==> config.mk <==
export PLATFORM = sky130hd
export DESIGN_NAME = pmem
export DESIGN_NICKNAME = d
export VERILOG_FILES = /design/src/rtl/pmem_pkg.sv /design/src/rtl/pmem_rd_pipe.sv /design/src/rtl/pmem.sv
export SDC_FILE = /design/constraint.sdc
export NUM_CORES = 1
export LEC_CHECK = 0
export CORE_AREA = 2 2 158 160
export CTS_BUF_LIST = sky130_fd_sc_hd__clkbuf_8
export DETAILED_ROUTE_END_ITERATION = 7
export DIE_AREA = 0 0 160 162
export PLACE_DENSITY_LB_ADDON = 0.3
export SKIP_LAST_GASP = 1
export SYNTH_ARGS = -nofsm -noshare
export SYNTH_HDL_FRONTEND = slang
export SYNTH_SLANG_ARGS = --single-unit
export TNS_END_PERCENT = 100
==> constraint.sdc <==
create_clock -name clk -period 2.94 [get_ports clk]
set_clock_uncertainty 0.2 [all_clocks]
set_input_delay 0.588 -clock clk [delete_from_list [all_inputs] [get_ports clk]]
set_output_delay 0.588 -clock clk [all_outputs]
set_load 0.05 [all_outputs]
==> src/rtl/pmem_pkg.sv <==
// Shared types and default parameters for the pmem block.
package pmem_pkg;

  localparam int unsigned DATA_W_DEF = 8;
  localparam int unsigned DEPTH_DEF  = 32;
  localparam int unsigned RD_LAT_DEF = 1;

  typedef enum logic {
    ST_INIT = 1'b0,
    ST_IDLE = 1'b1
  } state_e;

endpackage

==> src/rtl/pmem_rd_pipe.sv <==
// Read-latency shift register of {valid, data}; each stage's data holds until a
// valid word arrives, so the last stage presents the most recent result.
module pmem_rd_pipe #(
  parameter int unsigned DATA_W = 8,
  parameter int unsigned RD_LAT = 1
) (
  input  logic              clk,
  input  logic              reset,
  input  logic              vld_i,
  input  logic [DATA_W-1:0] data_i,
  output logic              vld_o,
  output logic [DATA_W-1:0] data_o
);

  logic [RD_LAT-1:0] vld_q;
  logic [DATA_W-1:0] data_q [RD_LAT];

  always_ff @(posedge clk) begin
    if (reset) begin
      vld_q <= '0;
      for (int unsigned i = 0; i < RD_LAT; i++) data_q[i] <= '0;
    end else begin
      vld_q[0] <= vld_i;
      if (vld_i) data_q[0] <= data_i;
      for (int unsigned i = 1; i < RD_LAT; i++) begin
        vld_q[i] <= vld_q[i-1];
        if (vld_q[i-1]) data_q[i] <= data_q[i-1];
      end
    end
  end

  assign vld_o  = vld_q[RD_LAT-1];
  assign data_o = data_q[RD_LAT-1];

endmodule

==> src/rtl/pmem.sv <==
// Single-port parameterised memory with a post-reset zeroing sweep, request
// rejection (err) and a fixed-latency pipelined read path.
module pmem
  import pmem_pkg::*;
#(
  parameter  int unsigned DATA_W = DATA_W_DEF,
  parameter  int unsigned DEPTH  = DEPTH_DEF,
  parameter  int unsigned RD_LAT = RD_LAT_DEF,
  localparam int unsigned ADDR_W = $clog2(DEPTH)
) (
  input  logic              clk,
  input  logic              reset,
  input  logic              read,
  input  logic              write,
  input  logic [ADDR_W-1:0] addr,
  input  logic [DATA_W-1:0] data_in,
  output logic [DATA_W-1:0] data_out,
  output logic              rd_valid,
  output logic              busy,
  output logic              err
);

  localparam int unsigned ADDR_X = ADDR_W + 1;

  if (RD_LAT < 1 || RD_LAT > 4 || DEPTH < 2) begin : g_bad_param
    $error("pmem: RD_LAT must be 1-4 and DEPTH at least 2");
  end

  state_e            state_q, state_d;
  logic [ADDR_W-1:0] cnt_q, cnt_d;
  logic              err_q, err_d;
  logic              mem_we;
  logic [ADDR_W-1:0] mem_wa;
  logic [DATA_W-1:0] mem_wd;
  logic              rd_acc;
  logic              addr_ok;
  logic [DATA_W-1:0] mem_q [DEPTH];

  assign addr_ok = {1'b0, addr} < ADDR_X'(DEPTH);

  always_ff @(posedge clk) begin
    if (reset) begin
      state_q <= ST_INIT;
      cnt_q   <= '0;
      err_q   <= 1'b0;
    end else begin
      state_q <= state_d;
      cnt_q   <= cnt_d;
      err_q   <= err_d;
    end
  end

  // Sweep writes zeros while INIT; IDLE arbitrates and validates requests.
  always_comb begin
    state_d = state_q;
    cnt_d   = cnt_q;
    err_d   = 1'b0;
    mem_we  = 1'b0;
    mem_wa  = addr;
    mem_wd  = data_in;
    rd_acc  = 1'b0;
    case (state_q)
      ST_INIT: begin
        mem_we = 1'b1;
        mem_wa = cnt_q;
        mem_wd = '0;
        err_d  = read | write;
        if (cnt_q == ADDR_W'(DEPTH - 1)) begin
          state_d = ST_IDLE;
          cnt_d   = '0;
        end else begin
          cnt_d = cnt_q + ADDR_W'(1);
        end
      end
      ST_IDLE: begin
        if (read || write) begin
          if ((read && write) || !addr_ok) begin
            err_d = 1'b1;
          end else if (write) begin
            mem_we = 1'b1;
          end else begin
            rd_acc = 1'b1;
          end
        end
      end
      default: state_d = ST_INIT;
    endcase
  end

  // Storage is deliberately unreset; the sweep defines its contents.
  always_ff @(posedge clk) begin
    if (mem_we) mem_q[mem_wa] <= mem_wd;
  end

  pmem_rd_pipe #(
    .DATA_W (DATA_W),
    .RD_LAT (RD_LAT)
  ) u_rd_pipe (
    .clk    (clk),
    .reset  (reset),
    .vld_i  (rd_acc),
    .data_i (mem_q[addr]),
    .vld_o  (rd_valid),
    .data_o (data_out)
  );

  assign busy = (state_q == ST_INIT);
  assign err  = err_q;

endmodule

==> results.cfg, run 1 <==
[detailed_routing]
wirelength_mm = 22.4
first_pass_iters = 5
viasPerCell = 5.53
drt_iter0_drc = 579
antenna_left = 0
drc = 0
avgRoutedWirePerCell_um = 22.7
num_vias = 5457

[critical_path]
crit_fanout = 12
start_kind = register
required_ns = 2.15
end_kind = primary output
cp_data_arrival_time_ns = 1.86
r2r_slack_ns = 0.60
path_class = reg -> out

[grt]
antenna_found_initial = 0
grt_max_degree = 33
met3_usage = 0.0281
grt_pass1_wl_mm = 34.4
grt_pass1_vias = 5710
globalRouteMet2Util = 0.292
grt_util_all_layers = 0.179
top_usage_layer = met2
met1_usage = 0.250
overflow = 0

[cells_and_area]
n_antenna_cell = 0
layout_commonest_cell = edfxtp_1
final_cell_mix = 264 x edfxtp_1, 64 x mux4_2, 54 x buf_4
area_growth_pct = 16.8
nets = 653
register_area_um2 = 8090
num-fill-cells = 1988
drive_above_1_share = 0.275
multi_input_area_um2 = 2460

[clock_tree]
cts-root-buf = clkbuf_8
cts_setup_buffers = 0
clk_latency_ns = 0.53
cts_hold_buf = 0
cts_sinks = 272
cts_tree = yes
cts_resized = 0
cts_max_path_buffers = 3
cts.clk_slew.worst_paths_ns = 0.06
cts_buffers = 42
h-tree-depth = 2

[power]
p_leak_nw = 4.35
clkPwrFrac = 0.387
combPwrFrac = 0.051
p_seq_frac = 0.562
power.internal_w = 0.00600
powerDensity_nw_per_um2 = 605
peakVddDrop_mv = 0.329
p_switching_w = 0.00158
switching_share = 0.209

[job]
maxCapViolations = 0

[die]
die_w_um = 160
core_um2 = 24100
die_h_um = 162
die-area_um2 = 25900
pin_count = 28
row_count = 57
initial_core_util = 0.445

[timing]
rsz0062_at_grt = false
worst_pin_slew_ns = 0.522
setup_viol = 0
setup_ws_ns = 0.294
drv_slew = 0
tns_ns = 0
hold_viol = 0
max_freq_mhz = 378
period_needed_ns = 2.65
period_share = 0.900
slew_headroom = 0.651

[synth]
yosys.cell_types.count = 33
async_reset_ff_frac = 0
ys_ff_latch = 272
ys_seq_area_frac = 0.754
synth-edff-count = 264
synth_nets = 549
syn_area_um2 = 10700
yosysTopAreaCell = edfxtp_1
postSynthCellCount = 530
synth.avg_cell_area_um2 = 20.2
synth_warnings = 0
synth_top_area_share = 0.739
synthTopCellsByArea = edfxtp_1 74%, mux4_2 13%, mux2i_1 2.3%
synth_top_flop_cell = edfxtp_1

[place]
dp_hpwl_mm = 14.2
finalWeightedCongestion = 0.768
place_ws_ns = 0.0557
io_buffer_count = 27

[min_path]
hold_class = reg -> reg

[status]
status = finished clean
## flip-flops by register name, indices dropped and copies added, names as in the netlist
name / cells
cnt_q: 5
err: 1
mem_q: 256
state_q: 1
u_rd_pipe.data_q: 8
u_rd_pipe.vld_o: 1
## final cells by class
class                           count  area share
Multi-Input combinational cell    228       0.196
Clock buffer                       45      0.0495
Clock inverter                     28      0.0129
Sequential cell                   272       0.646
Timing Repair Buffer               86      0.0620
Tap cell                          324      0.0324
Inverter                            4     0.00120
## Yosys cell counts, types with 3 or more instances
master / count
dfxtp_1: 8
mux2i_1: 25
buf_2: 10
nand2_1: 22
clkbuf_1: 6
nor2b_1: 3
mux2_2: 5
mux4_2: 64
o21ai_0: 7
nor2_1: 42
a31oi_1: 4
and2_1: 9
a221o_1: 3
and3_1: 6
inv_1: 4
o211ai_1: 5
a21oi_1: 9
a22oi_1: 8
buf_6: 6
edfxtp_1: 264
## per-stage QoR
| stage | area (µm²) | instances | total power, W | utilization | hold slack, ns |
|---|---|---|---|---|---|
| floorplan | 10700 | 530 | 0.00459 | - | 0.281 |
| global placement | 11700 | 914 | 0.00473 | 0.487 | 0.323 |
| detailed placement | 11700 | 914 | 0.00473 | 0.487 | 0.345 |
| CTS | 12500 | 987 | 0.00766 | 0.519 | 0.354 |
| global route | 12500 | 987 | 0.00784 | 0.519 | 0.389 |
| finish | 12500 | 987 | 0.00758 | 0.519 | 0.372 |
## per-layer routing
metal / vias to the layer above / share of wire
li1: 2375 / -
met1: 2843 / 0.43
met4: 0 / 0.027
met2: 196 / 0.49
met3: 43 / 0.053
met5: - / 0
## critical path: stages (launching register included)
cell and delay (ns):
dfxtp_1 0.52, inv_1 0.10, clkdlybuf4s50_1 0.71
## logic make-up after synthesis
family          count (synthesis)  share of synthesized area
flops                         272                      0.754
mux                            94                      0.163
simple gates                   94                     0.0404
compound gates                 38                     0.0233
buf+inv                        30                     0.0166
fa+ha+maj                       2                    0.00233
## worst paths after layout
check	from	endpoint	depth (start not counted)
worst min-delay path	cnt_q[3]	cnt_q[3]	2
worst max register to register	state_q	mem_q[12][6]	6
worst max-delay path	state_q	busy	2
worst min register to register	cnt_q[3]	cnt_q[3]	2
## power groups by stage
stage | logic (W) | registers (W) | clock network (W)
floorplan | 0.000235 | 0.00435 | 0
global placement | 0.000390 | 0.00434 | 0
detailed placement | 0.000393 | 0.00434 | 0
CTS | 0.000393 | 0.00426 | 0.00301
global route | 0.000414 | 0.00426 | 0.00317
finish | 0.000388 | 0.00426 | 0.00293
No activity file was read; power rests on OpenSTA's default activity.
==> run 2: changes to the inputs <==
--- a/config.mk
+++ b/config.mk
@@ -14,4 +14,3 @@
 export SYNTH_ARGS = -nofsm -noshare
 export SYNTH_HDL_FRONTEND = slang
 export SYNTH_SLANG_ARGS = --single-unit
-export TNS_END_PERCENT = 100
==> results of run 2 <==
The final DEF is identical to that of run 1; final timing and power are the same.
